[config.mk]
export PLATFORM = sky130hd
export DESIGN_NAME = mrna_iso_sequencer
export DESIGN_NICKNAME = d
export VERILOG_FILES = /design/src/rtl/mrna_iso_pkg.sv /design/src/rtl/peristaltic_pump_driver.sv /design/src/rtl/mrna_iso_sequencer.sv
export SDC_FILE = /design/constraint.sdc
export NUM_CORES = 1
export LEC_CHECK = 0
export ABC_CLOCK_PERIOD_IN_PS = 4500
export CAP_MARGIN = 20
export CORE_ASPECT_RATIO = 2
export CORE_MARGIN = 2
export CORE_UTILIZATION = 55
export DETAILED_ROUTE_END_ITERATION = 6
export PLACE_DENSITY = 0.77
export SYNTH_ARGS = -nofsm -noshare
export SYNTH_HDL_FRONTEND = slang
export SYNTH_SLANG_ARGS = --single-unit
[constraint.sdc]
create_clock -name clk -period 4.5 [get_ports clk]
set_input_delay 1.125 -clock clk [delete_from_list [all_inputs] [get_ports clk]]
set_output_delay 1.125 -clock clk [all_outputs]
set_load 0.02 [all_outputs]
[src/rtl/mrna_iso_pkg.sv]
// -----------------------------------------------------------------------------
// mrna_iso_pkg
// Shared definitions for the mRNA-isolation array sequencer:
//   - state_e           : 4-bit protocol state encoding (IDLE = 0 ... DONE = 8)
//   - PUMP_PATTERN      : 6-phase peristaltic pattern {pump_1, pump_2, pump_3}
//   - OPEN_*            : per-state masks of valves driven open (0 on the line)
//   - valve_open_mask() : state -> open mask lookup
//   - pump_phase_pattern(), is_mix_state() : small decode helpers
// Valve mask bit order (MSB..LSB):
//   cells_in, cells_out, lysis_in, lysis_waste, beads_in, bead_waste,
//   push, sep, sieve, waste, collect
// -----------------------------------------------------------------------------
package mrna_iso_pkg;

  typedef enum logic [3:0] {
    ST_IDLE       = 4'd0,
    ST_FILL_CELLS = 4'd1,
    ST_FILL_LYSIS = 4'd2,
    ST_MIX_LYSIS  = 4'd3,
    ST_FILL_BEADS = 4'd4,
    ST_MIX_BEADS  = 4'd5,
    ST_SEPARATE   = 4'd6,
    ST_COLLECT    = 4'd7,
    ST_DONE       = 4'd8
  } state_e;

  localparam int VALVE_N = 11;

  // Entry [0] is the first phase after a mix-state entry (110).
  localparam logic [5:0][2:0] PUMP_PATTERN = {
    3'b010, 3'b011, 3'b001, 3'b101, 3'b100, 3'b110
  };

  localparam logic [2:0] PUMP_ALL_CLOSED = 3'b111;

  localparam logic [VALVE_N-1:0] OPEN_NONE       = 11'b000_0000_0000;
  localparam logic [VALVE_N-1:0] OPEN_FILL_CELLS = 11'b110_0000_0000;
  localparam logic [VALVE_N-1:0] OPEN_FILL_LYSIS = 11'b001_1000_0000;
  localparam logic [VALVE_N-1:0] OPEN_MIX        = 11'b000_0000_1000;
  localparam logic [VALVE_N-1:0] OPEN_FILL_BEADS = 11'b000_0110_0000;
  // Sieve stays closed while separating so beads are held back from waste.
  localparam logic [VALVE_N-1:0] OPEN_SEPARATE   = 11'b000_0001_0010;
  localparam logic [VALVE_N-1:0] OPEN_COLLECT    = 11'b000_0001_0101;

  function automatic logic [VALVE_N-1:0] valve_open_mask(input state_e st);
    logic [VALVE_N-1:0] m;
    case (st)
      ST_FILL_CELLS: m = OPEN_FILL_CELLS;
      ST_FILL_LYSIS: m = OPEN_FILL_LYSIS;
      ST_MIX_LYSIS:  m = OPEN_MIX;
      ST_FILL_BEADS: m = OPEN_FILL_BEADS;
      ST_MIX_BEADS:  m = OPEN_MIX;
      ST_SEPARATE:   m = OPEN_SEPARATE;
      ST_COLLECT:    m = OPEN_COLLECT;
      default:       m = OPEN_NONE;
    endcase
    return m;
  endfunction

  function automatic logic [2:0] pump_phase_pattern(input logic [2:0] idx);
    logic [2:0] p;
    case (idx)
      3'd0:    p = PUMP_PATTERN[0];
      3'd1:    p = PUMP_PATTERN[1];
      3'd2:    p = PUMP_PATTERN[2];
      3'd3:    p = PUMP_PATTERN[3];
      3'd4:    p = PUMP_PATTERN[4];
      3'd5:    p = PUMP_PATTERN[5];
      default: p = PUMP_ALL_CLOSED;
    endcase
    return p;
  endfunction

  function automatic logic is_mix_state(input state_e st);
    return (st == ST_MIX_LYSIS) || (st == ST_MIX_BEADS);
  endfunction

endpackage

[src/rtl/peristaltic_pump_driver.sv]
// -----------------------------------------------------------------------------
// peristaltic_pump_driver
// Steps the three pump valves through the 6-phase peristaltic pattern, holding
// each phase PUMP_PHASE_CYC cycles, for rot_cnt full rotations.
// Inputs are next-cycle qualifiers so the pump lines can be registered and
// still line up with the sequencer's registered state:
//   clk, rst        : clock, synchronous active-high reset
//   enable          : pump runs in the coming cycle
//   restart         : coming cycle is the first of a mix step (phase 0)
//   hold            : freeze counters and outputs (pause)
//   rot_cnt         : rotations to run (non-zero whenever restart is given)
//   pump_1..pump_3  : registered pump valve lines, 1 = closed
//   rot_done        : high during the last cycle of the final rotation
// -----------------------------------------------------------------------------
module peristaltic_pump_driver
  import mrna_iso_pkg::*;
#(
  parameter int PUMP_PHASE_CYC = 64,
  parameter int ROT_W          = 8
) (
  input  logic             clk,
  input  logic             rst,
  input  logic             enable,
  input  logic             restart,
  input  logic             hold,
  input  logic [ROT_W-1:0] rot_cnt,
  output logic             pump_1,
  output logic             pump_2,
  output logic             pump_3,
  output logic             rot_done
);

  localparam int PH_W = (PUMP_PHASE_CYC > 1) ? $clog2(PUMP_PHASE_CYC) : 1;
  localparam logic [PH_W-1:0] PH_LOAD = PH_W'(PUMP_PHASE_CYC - 1);

  logic             active_r;
  logic [2:0]       phase_idx_r;
  logic [PH_W-1:0]  phase_cnt_r;
  logic [ROT_W-1:0] rot_left_r;   // rotations still to run after the current one
  logic [2:0]       pump_r;

  assign rot_done = active_r && (phase_idx_r == 3'd5) &&
                    (phase_cnt_r == {PH_W{1'b0}}) && (rot_left_r == {ROT_W{1'b0}});

  assign pump_1 = pump_r[2];
  assign pump_2 = pump_r[1];
  assign pump_3 = pump_r[0];

  // Phase/rotation counters and registered pump lines.
  always_ff @(posedge clk) begin
    if (rst) begin
      active_r    <= 1'b0;
      phase_idx_r <= 3'd0;
      phase_cnt_r <= {PH_W{1'b0}};
      rot_left_r  <= {ROT_W{1'b0}};
      pump_r      <= PUMP_ALL_CLOSED;
    end else if (hold) begin
      active_r    <= active_r;
      phase_idx_r <= phase_idx_r;
      phase_cnt_r <= phase_cnt_r;
      rot_left_r  <= rot_left_r;
      pump_r      <= pump_r;
    end else if (restart) begin
      active_r    <= 1'b1;
      phase_idx_r <= 3'd0;
      phase_cnt_r <= PH_LOAD;
      rot_left_r  <= rot_cnt - 1'b1;
      pump_r      <= pump_phase_pattern(3'd0);
    end else if (enable) begin
      active_r <= 1'b1;
      if (phase_cnt_r == {PH_W{1'b0}}) begin
        phase_cnt_r <= PH_LOAD;
        if (phase_idx_r == 3'd5) begin
          phase_idx_r <= 3'd0;
          rot_left_r  <= rot_left_r - 1'b1;
          pump_r      <= pump_phase_pattern(3'd0);
        end else begin
          phase_idx_r <= phase_idx_r + 3'd1;
          pump_r      <= pump_phase_pattern(phase_idx_r + 3'd1);
        end
      end else begin
        phase_cnt_r <= phase_cnt_r - 1'b1;
      end
    end else begin
      active_r    <= 1'b0;
      phase_idx_r <= 3'd0;
      phase_cnt_r <= {PH_W{1'b0}};
      rot_left_r  <= {ROT_W{1'b0}};
      pump_r      <= PUMP_ALL_CLOSED;
    end
  end

endmodule

[src/rtl/mrna_iso_sequencer.sv]
// -----------------------------------------------------------------------------
// mrna_iso_sequencer
// Protocol sequencer for the shared pneumatic lines of an mRNA-isolation array:
// fill cells, fill lysis, mix, fill beads, mix, separate, collect, done.
// Ports:
//   clk, rst         : clock, synchronous active-high reset
//   start            : begin a protocol (sampled only in IDLE)
//   abort            : return to IDLE from any non-IDLE state
//   pause            : (MRNAISO_PAUSE_EN only) freeze the running protocol
//   mix_rot          : pump rotations per mix step, latched on accepted start
//   busy/done/aborted: status (done, aborted are one-cycle pulses)
//   step             : current state encoding (mrna_iso_pkg::state_e)
//   *_ctl, pump_1..3 : registered valve lines, 1 = pressurized/closed
// Optional feature macro: MRNAISO_PAUSE_EN adds the pause input.
// -----------------------------------------------------------------------------
module mrna_iso_sequencer
  import mrna_iso_pkg::*;
#(
  parameter int FILL_CYC       = 1024,
  parameter int PUMP_PHASE_CYC = 64,
  parameter int SEP_CYC        = 2048,
  parameter int COLLECT_CYC    = 1024,
  parameter int ROT_W          = 8
) (
  input  logic             clk,
  input  logic             rst,
  input  logic             start,
  input  logic             abort,
`ifdef MRNAISO_PAUSE_EN
  input  logic             pause,
`endif
  input  logic [ROT_W-1:0] mix_rot,
  output logic             busy,
  output logic             done,
  output logic             aborted,
  output logic [3:0]       step,
  output logic             cells_in_ctl,
  output logic             cells_out_ctl,
  output logic             lysis_in_ctl,
  output logic             lysis_waste_ctl,
  output logic             beads_in_ctl,
  output logic             bead_waste_ctl,
  output logic             push_ctl,
  output logic             sep_ctl,
  output logic             sieve_ctl,
  output logic             waste_ctl,
  output logic             collect_ctl,
  output logic             pump_1,
  output logic             pump_2,
  output logic             pump_3
);

  localparam int MAX_A   = (FILL_CYC > SEP_CYC) ? FILL_CYC : SEP_CYC;
  localparam int MAX_CYC = (MAX_A > COLLECT_CYC) ? MAX_A : COLLECT_CYC;
  localparam int CNT_W   = (MAX_CYC > 1) ? $clog2(MAX_CYC) : 1;

  state_e               state_r;
  state_e               state_next_s;
  state_e               adv_state_s;
  logic [CNT_W-1:0]     step_cnt_r;
  logic [CNT_W-1:0]     step_cnt_next_s;
  logic [CNT_W-1:0]     adv_cnt_s;
  logic                 cnt_zero_s;
  logic [ROT_W-1:0]     mix_rot_r;
  logic                 accept_s;
  logic                 abort_take_s;
  logic                 hold_s;
  logic                 rot_done_s;
  logic                 pump_en_s;
  logic                 pump_restart_s;
  logic [VALVE_N-1:0]   valve_r;
  logic [VALVE_N-1:0]   valve_next_s;
  logic                 busy_r;
  logic                 busy_next_s;
  logic                 done_r;
  logic                 done_next_s;
  logic                 aborted_r;
  logic                 aborted_next_s;

  // Duration-1 loaded into the step counter on entry to a timed state.
  function automatic logic [CNT_W-1:0] step_load(input state_e st);
    logic [CNT_W-1:0] v;
    case (st)
      ST_FILL_CELLS, ST_FILL_LYSIS, ST_FILL_BEADS: v = CNT_W'(FILL_CYC - 1);
      ST_SEPARATE:                                 v = CNT_W'(SEP_CYC - 1);
      ST_COLLECT:                                  v = CNT_W'(COLLECT_CYC - 1);
      default:                                     v = {CNT_W{1'b0}};
    endcase
    return v;
  endfunction

  assign cnt_zero_s   = (step_cnt_r == {CNT_W{1'b0}});
  assign accept_s     = (state_r == ST_IDLE) && start && !abort;
  assign abort_take_s = abort && (state_r != ST_IDLE);

`ifdef MRNAISO_PAUSE_EN
  // Pause only freezes active protocol steps; abort overrides it.
  assign hold_s = pause && !abort_take_s &&
                  (state_r != ST_IDLE) && (state_r != ST_DONE);
`else
  assign hold_s = 1'b0;
`endif

  // Next-state and step-counter logic.
  always_comb begin
    adv_state_s = state_r;
    adv_cnt_s   = step_cnt_r;
    case (state_r)
      ST_IDLE: begin
        if (accept_s) adv_state_s = ST_FILL_CELLS;
        else          adv_state_s = ST_IDLE;
      end
      ST_FILL_CELLS: begin
        if (cnt_zero_s) adv_state_s = ST_FILL_LYSIS;
        else            adv_cnt_s   = step_cnt_r - 1'b1;
      end
      ST_FILL_LYSIS: begin
        if (cnt_zero_s) adv_state_s = (mix_rot_r == {ROT_W{1'b0}}) ? ST_FILL_BEADS : ST_MIX_LYSIS;
        else            adv_cnt_s   = step_cnt_r - 1'b1;
      end
      ST_MIX_LYSIS: begin
        if (rot_done_s) adv_state_s = ST_FILL_BEADS;
        else            adv_state_s = ST_MIX_LYSIS;
      end
      ST_FILL_BEADS: begin
        if (cnt_zero_s) adv_state_s = (mix_rot_r == {ROT_W{1'b0}}) ? ST_SEPARATE : ST_MIX_BEADS;
        else            adv_cnt_s   = step_cnt_r - 1'b1;
      end
      ST_MIX_BEADS: begin
        if (rot_done_s) adv_state_s = ST_SEPARATE;
        else            adv_state_s = ST_MIX_BEADS;
      end
      ST_SEPARATE: begin
        if (cnt_zero_s) adv_state_s = ST_COLLECT;
        else            adv_cnt_s   = step_cnt_r - 1'b1;
      end
      ST_COLLECT: begin
        if (cnt_zero_s) adv_state_s = ST_DONE;
        else            adv_cnt_s   = step_cnt_r - 1'b1;
      end
      ST_DONE: adv_state_s = ST_IDLE;
      default: adv_state_s = ST_IDLE;
    endcase

    if (abort_take_s)  state_next_s = ST_IDLE;
    else if (hold_s)   state_next_s = state_r;
    else               state_next_s = adv_state_s;

    // Any state change reloads the counter; abort lands in IDLE and clears it.
    if (state_next_s != state_r) step_cnt_next_s = step_load(state_next_s);
    else if (hold_s)             step_cnt_next_s = step_cnt_r;
    else                         step_cnt_next_s = adv_cnt_s;
  end

  // Output values for the coming cycle, decoded from the next state.
  always_comb begin
    valve_next_s   = ~valve_open_mask(state_next_s);
    busy_next_s    = (state_next_s != ST_IDLE);
    done_next_s    = (state_next_s == ST_DONE);
    aborted_next_s = abort_take_s;
    pump_en_s      = is_mix_state(state_next_s);
    pump_restart_s = pump_en_s && (state_next_s != state_r);
  end

  // State, counters, latched rotation count and registered outputs.
  always_ff @(posedge clk) begin
    if (rst) begin
      state_r    <= ST_IDLE;
      step_cnt_r <= {CNT_W{1'b0}};
      mix_rot_r  <= {ROT_W{1'b0}};
      valve_r    <= {VALVE_N{1'b1}};
      busy_r     <= 1'b0;
      done_r     <= 1'b0;
      aborted_r  <= 1'b0;
    end else begin
      state_r    <= state_next_s;
      step_cnt_r <= step_cnt_next_s;
      mix_rot_r  <= accept_s ? mix_rot : mix_rot_r;
      valve_r    <= valve_next_s;
      busy_r     <= busy_next_s;
      done_r     <= done_next_s;
      aborted_r  <= aborted_next_s;
    end
  end

  peristaltic_pump_driver #(
    .PUMP_PHASE_CYC (PUMP_PHASE_CYC),
    .ROT_W          (ROT_W)
  ) u_pump (
    .clk      (clk),
    .rst      (rst),
    .enable   (pump_en_s),
    .restart  (pump_restart_s),
    .hold     (hold_s),
    .rot_cnt  (mix_rot_r),
    .pump_1   (pump_1),
    .pump_2   (pump_2),
    .pump_3   (pump_3),
    .rot_done (rot_done_s)
  );

  assign step            = state_r;
  assign busy            = busy_r;
  assign done            = done_r;
  assign aborted         = aborted_r;
  assign cells_in_ctl    = valve_r[10];
  assign cells_out_ctl   = valve_r[9];
  assign lysis_in_ctl    = valve_r[8];
  assign lysis_waste_ctl = valve_r[7];
  assign beads_in_ctl    = valve_r[6];
  assign bead_waste_ctl  = valve_r[5];
  assign push_ctl        = valve_r[4];
  assign sep_ctl         = valve_r[3];
  assign sieve_ctl       = valve_r[2];
  assign waste_ctl       = valve_r[1];
  assign collect_ctl     = valve_r[0];

endmodule

==> implementation parameters, run 1 <==
Parameter                              Value

Synth
  Gate Count Post-Synth    333
  Most instantiated flip-flop cell in the synthesis netlist    dfxtp_1
  Number of nets in the synthesized netlist    351
  Post-synthesis sequential area ratio    38.0%
  Number of register bits inferred by synthesis    54
  Number of enable-type register cells in the synthesized netlist    0
  Number of warnings printed during yosys synthesis    0
  Post-Syn Area    2840 µm²
  Post-synth ARST share    0%
  Distinct cell type count of the synthesized netlist    61
  Mean area per synthesized cell    8.54 µm²

Timing
  Tcrit/Tclk final    84.7%
  Worst slew margin    46.1%
  Number of max-slew violations in the final report    0
  Peak clock frequency supported by timing    262 MHz
  Number of hold-slack violations in the final timing report    0
  Unrepaired setup endpoints after global routing    no
  Final-layout worst hold slack    474 ps
  Final critical-path required period    3810 ps
  Worst-margin pin slew    808 ps
  Clock tree skew after final layout    8.48 ps
  Number of failing setup endpoints in the final timing report    0
  Setup TNS    0 ps

Global route
  First-pass GRT wire length    9920 µm
  Met3 track demand over resource    4.82%
  Most heavily used metal layer in global routing    met2
  Initial antenna violation count    0
  Maximum number of pins on one net before global-route repair    19
  Met2 Resource Use GR    37.6%
  Leftover overflow at the end of global routing    0
  Met1 demand-to-capacity share in global routing    27.4%
  Vias in the first global route    2268
  Overall fraction of global-route tracks in use    22.8%

CTS
  Clock-pin slew on the worst setup and hold paths    100 ps
  Number of buffers inserted to repair setup after CTS    0
  Number of buffers created by CTS    5
  Post-cts repair resize count    0
  Root buffer selected by CTS    clkbuf_8
  CTS sink cnt    54
  Total number of H-tree levels    2
  CTS Hold Bufs    0
  Buffer levels on the longest clock path    2
  Skew-Pair Late Insertion Delay    320 ps
  Clock tree from TritonCTS    built

Worst setup path
  FF-to-FF setup slack    690 ps
  R2R cell count    11
  Cell class contributing the biggest share of worst-path delay    compound AO/OA/AOI/OAI gates
  Number of buffers and inverters on the critical path    2
  Slowest Stage Delay on Critical Path    660 ps
  Chain of cells forming the critical path    inv_1, ha_1, nor3b_1, and3_1, mux2_2, a222oi_1, o2111a_1, a211o_1, and2_1, buf_4, mux2i_1
  Kind of capture point of the worst setup path    flop
  Reg-to-reg critical path endpoint    step_cnt_r[10]
  Crit path launch type    flop
  Total number of cells along the worst setup path    11
  Critical path origin    step_cnt_r[0]
  Startpoint of the worst-slack reg-to-reg timing path    step_cnt_r[0]
  Critical Path RT    4760 ps
  Signal arrival time at the worst endpoint    4070 ps
  Worst-path fanout max    11
  Cell with the largest stage delay on the worst path    a222oi_1
  Critical path type    reg2reg

Detailed routing
  Iteration-0 DRC count of the detailed router    48
  Number of iterations in the first detailed-routing pass    5
  Routed length per instance    14.8 µm
  Antenna viol nets, final    0
  DRC    0
  Total number of vias    2467
  WL final    6130 µm
  Per-cell via count in the routed design    5.94

Power
  Leakage Power    1.27 nW
  Worst IR Drop VDD    0.000469 V
  Power Density    425 nW/µm²
  Post-route total power    1.39 mW

Placement
  Detail Placement HPWL    4460 µm
  IO buf count    32
  Routability Congestion    0.876

Min path
  Worst hold-check path type    reg2reg
  Endpoint, Worst Hold    u_pump.pump_r[1]
  Number of cells traversed by the worst hold path    1
  Hold wc startpoint    u_pump.pump_r[1]

Layout
  ANT cells    0
  Synthesis-to-finish area growth    15.0%
  Number of nets in the finished design    374
  Layout cell share with drive strength beyond 1    6.72%

Die
  Initial standard-cell utilization of the core    56.4%
  Number of cell rows    37
  Floorplan Core Area    5050 µm²
  Chip Width    54.8 µm
  Number of primary I/O pins    33
  Die Height    106 µm
  Die Footprint    5800 µm²

Flow run
  Count of max-cap constraint violations    0

Run status
  Result of the run    complete, no violations
report_power, final:
group	switching [mW]	leakage, nW	internal (mW)
Combinational	0.248	0.777	0.195
Clock	0.165	0.0585	0.167
Sequential	0.0750	0.439	0.538
final cells by class:
type	count	area (µm²)
clock buffers	5	68.8
fillers	431	1780
multi-input cells	243	1600
clock inverters	3	43.8
flip-flops and latches	54	1080
repair buffers	35	343
inverters	17	63.8
well taps	58	72.6
worst reg2reg max path, stage by stage, from the launching register on:
cell and delay, ps:
dfxtp_1 340, inv_1 60, ha_1 180, nor3b_1 300, and3_1 370, mux2_2 370, a222oi_1 660, o2111a_1 270
a211o_1 290, and2_1 460, buf_4 270, mux2i_1 190
metal layers:
metal  up-vias  routed length (µm)
li1       1238                   -
met1      1164                2500
met2        59                3280
met3         6                 248
met4         0                  98
met5         -                   0
cell families (layout without fill, tap and decap cells):
kind of cell    Yosys count  after routing  synth area share (%)
simple gates            134            134                  25.8
compound gates           68             68                  16.3
flops                    54             54                  38.0
buf+inv                  36             60                  5.85
xor+xnor                 22             22                  6.78
mux                      13             13                  4.62
fa+ha+maj                 6              6                  2.64
registers in the layout, summed over array words and instances (netlist names):
| signal | cells |
|---|---|
| u_pump.phase_idx_r | 3 |
| mix_rot_r | 8 |
| step | 4 |
| done | 1 |
| valve_r | 7 |
| step_cnt_r | 11 |
| u_pump.phase_cnt_r | 6 |
| busy | 1 |
| aborted | 1 |
| u_pump.pump_r | 3 |
| u_pump.rot_left_r | 8 |
| u_pump.active_r | 1 |
how the worst max path moves through the flow:
| stage | slack, ps | end |
|---|---|---|
| floorplan | 1290 | step_cnt_r[10] |
| global placement | 670 | step_cnt_r[10] |
| detailed placement | 540 | step_cnt_r[10] |
| CTS | 710 | step_cnt_r[10] |
| global route | 360 | step_cnt_r[10] |
| finish | 690 | step_cnt_r[10] |
synth_stat cells, types with 4 or more instances:
cell type  number  area (µm²)
or3_1           5        31.3
nand2_1        28         105
nor4_1          9        56.3
nand2b_1        5        31.3
xnor2_1        14         123
mux2i_1        12         120
clkbuf_1        9        33.8
xor2_1          8        70.1
inv_1          17        63.8
o21ai_0        14        70.1
a211o_1         4        35.0
buf_2           4        20.0
and3_1          6        37.5
dfxtp_1        54        1080
ha_1            6        75.1
a31oi_1         8        50.1
nor3_1         12        60.1
nand3_1        15        75.1
buf_4           5        37.5
nor3b_1         4        30.0
a21oi_1        18        90.1
nor2_1         27         101
metrics by stage:
stage	util (%)	worst slack (ps)	cells	instance area, µm²
2_1_floorplan	-	1290	333	2840
3_3_place_gp	62.6	674	407	3160
3_5_place_dp	62.6	538	407	3160
4_1_cts	64.8	705	415	3270
5_1_grt	64.8	355	415	3270
6_report	64.8	690	415	3270
cell usage in the layout, fill, tap and decap left out, types with 6 or more instances in the layout:
master / Yosys / final
nor2_1: 27 / 27
nor3_1: 12 / 12
xor2_1: 8 / 8
and3_1: 6 / 6
nand3_1: 15 / 15
inv_1: 17 / 17
ha_1: 6 / 6
a21oi_1: 18 / 18
o21ai_0: 14 / 14
clkdlybuf4s50_1: 0 / 32
mux2i_1: 12 / 12
xnor2_1: 14 / 14
nor4_1: 9 / 9
dfxtp_1: 54 / 54
a31oi_1: 8 / 8
nand2_1: 28 / 28
(Power assumes the default switching activity.)
==> run 2: changes to the inputs <==
--- a/config.mk
+++ b/config.mk
@@ -5,7 +5,7 @@
 export SDC_FILE = /design/constraint.sdc
 export NUM_CORES = 1
 export LEC_CHECK = 0
-export ABC_CLOCK_PERIOD_IN_PS = 4500
+export ABC_CLOCK_PERIOD_IN_PS = 3800
 export CAP_MARGIN = 20
 export CORE_ASPECT_RATIO = 2
 export CORE_MARGIN = 2
==> constraint.sdc (replaced) <==
create_clock -name clk -period 3.8 [get_ports clk]
set_input_delay 0.95 -clock clk [delete_from_list [all_inputs] [get_ports clk]]
set_output_delay 0.95 -clock clk [all_outputs]
set_load 0.02 [all_outputs]
==> implementation parameters, run 2 (synthesized netlist as in run 1, its figures left out) <==
Parameter                              Value

Run status
  Result of the run    complete, no violations

Timing
  Worst-margin pin slew    711 ps
  Setup TNS    0 ps
  Number of failing setup endpoints in the final timing report    0
  Number of max-slew violations in the final report    0
  Tcrit/Tclk final    90.1%
  Peak clock frequency supported by timing    292 MHz
  Number of hold-slack violations in the final timing report    0
  Clock tree skew after final layout    12.2 ps
  Worst slew margin    51.4%
  Final critical-path required period    3420 ps
  Unrepaired setup endpoints after global routing    no

Power
  Power Density    489 nW/µm²
  Worst IR Drop VDD    0.000404 V
  Leakage Power    1.28 nW

CTS
  Post-cts repair resize count    0
  Clock-pin slew on the worst setup and hold paths    110 ps
  Root buffer selected by CTS    clkbuf_8
  CTS Hold Bufs    0
  CTS sink cnt    54
  Number of buffers inserted to repair setup after CTS    0
  Total number of H-tree levels    2
  Buffer levels on the longest clock path    2
  Clock tree from TritonCTS    built
  Number of buffers created by CTS    5
  Skew-Pair Late Insertion Delay    320 ps

Placement
  Detail Placement HPWL    4690 µm
  Placed cell area    3180 µm²
  Routability Congestion    0.874
  IO buf count    32

Layout
  Number of nets in the finished design    377
  Reg with most FFs    step_cnt_r
  Flip-flop count of the largest register after layout    11
  Synthesis-to-finish area growth    15.3%
  ANT cells    0
  Count of filler cells inserted in the layout    443
  Layout cell share with drive strength beyond 1    7.50%
  Final instance area    3280 µm²
  Combined area of the multi-input logic cells    1600 µm²
  Regs by FF count    step_cnt_r x11, mix_rot_r x8, u_pump.rot_left_r x8
  Most used cells in the layout excluding fill and tap cells    dfxtp_1 (54), clkdlybuf4s50_1 (32), nand2_1 (28)
  Most common library cell in the layout ignoring fill and taps    dfxtp_1
  Total area of sequential cells    1080 µm²

Detailed routing
  Iteration-0 DRC count of the detailed router    60
  Antenna viol nets, final    0
  Total number of vias    2500
  Routed length per instance    15.1 µm
  DRC    0
  Per-cell via count in the routed design    5.98
  Number of iterations in the first detailed-routing pass    4
  WL final    6330 µm

Die
  Number of primary I/O pins    33
  Chip Width    54.8 µm
  Die Footprint    5800 µm²
  Die Height    106 µm
  Floorplan Core Area    5050 µm²
  Initial standard-cell utilization of the core    56.4%
  Number of cell rows    37

Worst setup path
  Signal arrival time at the worst endpoint    3610 ps
  Worst-path fanout max    11
  Startpoint of the worst-slack reg-to-reg timing path    step_cnt_r[0]
  Kind of capture point of the worst setup path    flop
  Critical Path RT    3990 ps
  Critical path origin    step_cnt_r[0]
  Crit path launch type    flop
  Critical path type    reg2reg

Global route
  Initial antenna violation count    0
  Leftover overflow at the end of global routing    0
  Maximum number of pins on one net before global-route repair    19
  Vias in the first global route    2372
  First-pass GRT wire length    10100 µm
  Overall fraction of global-route tracks in use    23.0%

Min path
  Hold wc startpoint    u_pump.phase_cnt_r[0]
  Worst hold-check path type    reg2reg

Flow run
  Count of max-cap constraint violations    0
run 2: cell types whose count changed in the layout (fill, tap and decap cells not counted), sizes merged:
cell	delta
bufinv	-1
clkinvlp	+1
clkbuf	+1
buf	+3
clkinv	-1
run 2: layer usage:
metal / track usage, % / vias to the layer above / part of all wire [%]
met4: 9.29 / 0 / 1.9
li1: - / 1246 / -
met3: 3.26 / 11 / 3.0
met1: 27.4 / 1200 / 42
met2: 39.0 / 43 / 53
met5: 0 / - / 0
run 2: worst max-delay path: stages (launching register included):
cell	delay, ps
dfxtp_1	340
inv_1	60
ha_1	180
nor3b_1	320
and3_1	350
mux2_2	370
a222oi_1	290
buf_4	210
o21ai_2	120
a211o_1	430
a32oi_2	530
a21oi_1	80
run 2: area by class of cell:
cell class / count / share of cell area, %
Inverter: 17 / 1.95
Tap cell: 58 / 2.21
Clock inverter: 2 / 0.496
Sequential cell: 54 / 33.0
Clock buffer: 6 / 2.52
Multi-Input combinational cell: 243 / 48.7
Timing Repair Buffer: 38 / 11.1
run 2: worst paths after layout:
check | cells past startpoint | endpoint | slack, ps
setup / recovery | 11 | step_cnt_r[8] | 380
hold / removal | 1 | u_pump.phase_cnt_r[0] | 480
setup reg to reg | 11 | step_cnt_r[8] | 380
hold reg to reg | 1 | u_pump.phase_cnt_r[0] | 480
run 2: stage by stage:
stage          hold WS, ps  setup WS [ps]  util (%)  instances  total power, mW
6_report               485            378      65.0        418             1.60
5_1_grt                515            138      65.0        418             1.70
4_1_cts                487            393      65.0        418             1.61
3_5_place_dp           460            171      63.0        410             1.27
3_3_place_gp           461            241      63.0        410             1.24
2_1_floorplan          439            641         -        333             1.15
run 2: power breakdown:
part           switching, mW  internal (mW)  leakage, nW
logic                  0.293          0.240        0.791
clock network          0.197          0.150       0.0478
registers             0.0868          0.637        0.439
==> run 3: changes to the inputs <==
--- a/config.mk
+++ b/config.mk
@@ -11,7 +11,8 @@
 export CORE_MARGIN = 2
 export CORE_UTILIZATION = 55
 export DETAILED_ROUTE_END_ITERATION = 6
-export PLACE_DENSITY = 0.77
+export PLACE_DENSITY_LB_ADDON = 0.08
+export REMOVE_ABC_BUFFERS = 1
 export SYNTH_ARGS = -nofsm -noshare
 export SYNTH_HDL_FRONTEND = slang
 export SYNTH_SLANG_ARGS = --single-unit
==> implementation parameters, run 3 (synthesized netlist as in run 1, its figures left out) <==
Parameter                              Value

Detailed routing
  Total number of vias    2501
  WL final    6190 µm
  Routed length per instance    14.9 µm
  Iteration-0 DRC count of the detailed router    82
  DRC    0
  Antenna viol nets, final    0
  Per-cell via count in the routed design    6.00
  Number of iterations in the first detailed-routing pass    5

Die
  Number of primary I/O pins    33
  Initial standard-cell utilization of the core    56.4%
  Die Footprint    5800 µm²
  Floorplan Core Area    5050 µm²
  Die Height    106 µm
  Number of cell rows    37
  Chip Width    54.8 µm

Layout
  Flip-flop count of the largest register after layout    11
  Synthesis-to-finish area growth    15.6%
  Final Core Density    65.1%
  Regs by FF count    step_cnt_r x11, mix_rot_r x8, u_pump.rot_left_r x8
  ANT cells    0
  Reg with most FFs    step_cnt_r
  Most common library cell in the layout ignoring fill and taps    dfxtp_1
  Layout cell share with drive strength beyond 1    7.24%
  Most used cells in the layout excluding fill and tap cells    dfxtp_1 (54), clkdlybuf4s50_1 (32), nand2_1 (28)
  Number of nets in the finished design    377

Power
  Power Density    499 nW/µm²
  Post-route total power    1.64 mW
  Worst IR Drop VDD    0.000492 V
  Leakage Power    1.28 nW

CTS
  CTS sink cnt    54
  Clock-pin slew on the worst setup and hold paths    100 ps
  Total number of H-tree levels    2
  Buffer levels on the longest clock path    2
  Number of buffers inserted to repair setup after CTS    0
  Root buffer selected by CTS    clkbuf_8
  Post-cts repair resize count    0
  CTS Hold Bufs    0
  Number of buffers created by CTS    5
  Clock tree from TritonCTS    built
  Skew-Pair Late Insertion Delay    320 ps

Min path
  Endpoint, Worst Hold    u_pump.pump_r[1]
  Number of cells traversed by the worst hold path    1
  Worst hold-check path type    reg2reg
  Hold wc startpoint    u_pump.pump_r[1]

Global route
  First-pass GRT wire length    10000 µm
  Vias in the first global route    2363
  Overall fraction of global-route tracks in use    22.9%
  Initial antenna violation count    0
  Leftover overflow at the end of global routing    0
  Maximum number of pins on one net before global-route repair    22

Placement
  IO buf count    32
  Placement-stage worst setup slack    221 ps
  Detail Placement HPWL    4510 µm
  Routability Congestion    0.837

Worst setup path
  Crit path launch type    flop
  Cell with the largest stage delay on the worst path    a32oi_2
  Reg-to-reg critical path endpoint    step_cnt_r[3]
  Critical path type    reg2reg
  Worst-path fanout max    10
  FF-to-FF setup slack    370 ps
  Startpoint of the worst-slack reg-to-reg timing path    step_cnt_r[0]
  R2R cell count    12
  Chain of cells forming the critical path    inv_1, ha_1, nor3b_1, and3_1, mux2_2, a222oi_1, buf_4, o21ai_2, a211o_1, buf_4, a32oi_2, a31oi_1
  Slowest Stage Delay on Critical Path    490 ps
  Top cell by count, worst path    buf_4
  Kind of capture point of the worst setup path    flop
  Critical Path RT    3960 ps
  Signal arrival time at the worst endpoint    3590 ps

Timing
  Setup TNS    0 ps
  Worst-margin pin slew    840 ps
  Worst slew margin    44.0%
  Number of hold-slack violations in the final timing report    0
  Number of failing setup endpoints in the final timing report    0
  Peak clock frequency supported by timing    292 MHz
  Clock tree skew after final layout    11.1 ps
  Final critical-path required period    3430 ps
  Unrepaired setup endpoints after global routing    no
  Number of max-slew violations in the final report    0
  Post-route setup slack    373 ps
  Tcrit/Tclk final    90.2%

Flow run
  Count of max-cap constraint violations    0

Run status
  Result of the run    complete, no violations
-- run 3: cell count changes in the layout (fill, tap and decap cells not counted) --
| cell | change |
|---|---|
| bufinv_16 | +1 |
| clkbuf_8 | -1 |
| clkinv_4 | +1 |
| clkinvlp_4 | -1 |
| inv_6 | -1 |
-- run 3: worst max-delay path, delay by kind of cell (launching register included) --
family	cells	cell delay [ps]
and+or+nand+nor	2	700
adders and majority gates	1	170
muxes	1	370
buffers and inverters	3	450
AOI/OAI and AO/OA	5	1240
DFF	1	340
-- run 3: metrics by stage --
step	instance area [µm²]	cells	hold WS (ps)
detailed placement	3180	410	467
global route	3290	417	501
finish	3290	417	480
floorplan	2740	314	439
CTS	3290	417	482
global placement	3180	410	457
-- run 3: how the worst max path moves through the flow --
stage	startpoint	to	slack, ps	cells past startpoint
floorplan	step_cnt_r[0]	u_pump.rot_left_r[2]	350	10
global placement	abort	u_pump.rot_left_r[3]	270	9
detailed placement	abort	u_pump.phase_cnt_r[2]	220	9
CTS	step_cnt_r[0]	step_cnt_r[3]	370	12
global route	step_cnt_r[0]	step_cnt_r[8]	40	12
finish	step_cnt_r[0]	step_cnt_r[3]	370	12
-- run 3: power breakdown --
| group | internal (mW) | switching, mW |
|---|---|---|
| clock network | 0.194 | 0.189 |
| logic | 0.237 | 0.297 |
| registers | 0.637 | 0.0875 |
-- run 3: per-layer routing --
layer  global-route usage, %  vias to the layer above  routed length [µm]
li1                        -                     1244                   -
met1                    26.1                     1206                2500
met2                    39.8                       46                3380
met3                    4.67                        5                 213
met4                    8.04                        0                  97
met5                       0                        -                   0
-- run 3: area by class of cell --
| class | count | area (µm²) |
|---|---|---|
| clock buffer | 5 | 68.8 |
| inverter | 17 | 63.8 |
| sequential | 54 | 1080 |
| multi-input combinational | 243 | 1600 |
| timing repair buffer | 38 | 365 |
| tap | 58 | 72.6 |
| fill | 453 | 1760 |
| clock inverter | 2 | 38.8 |
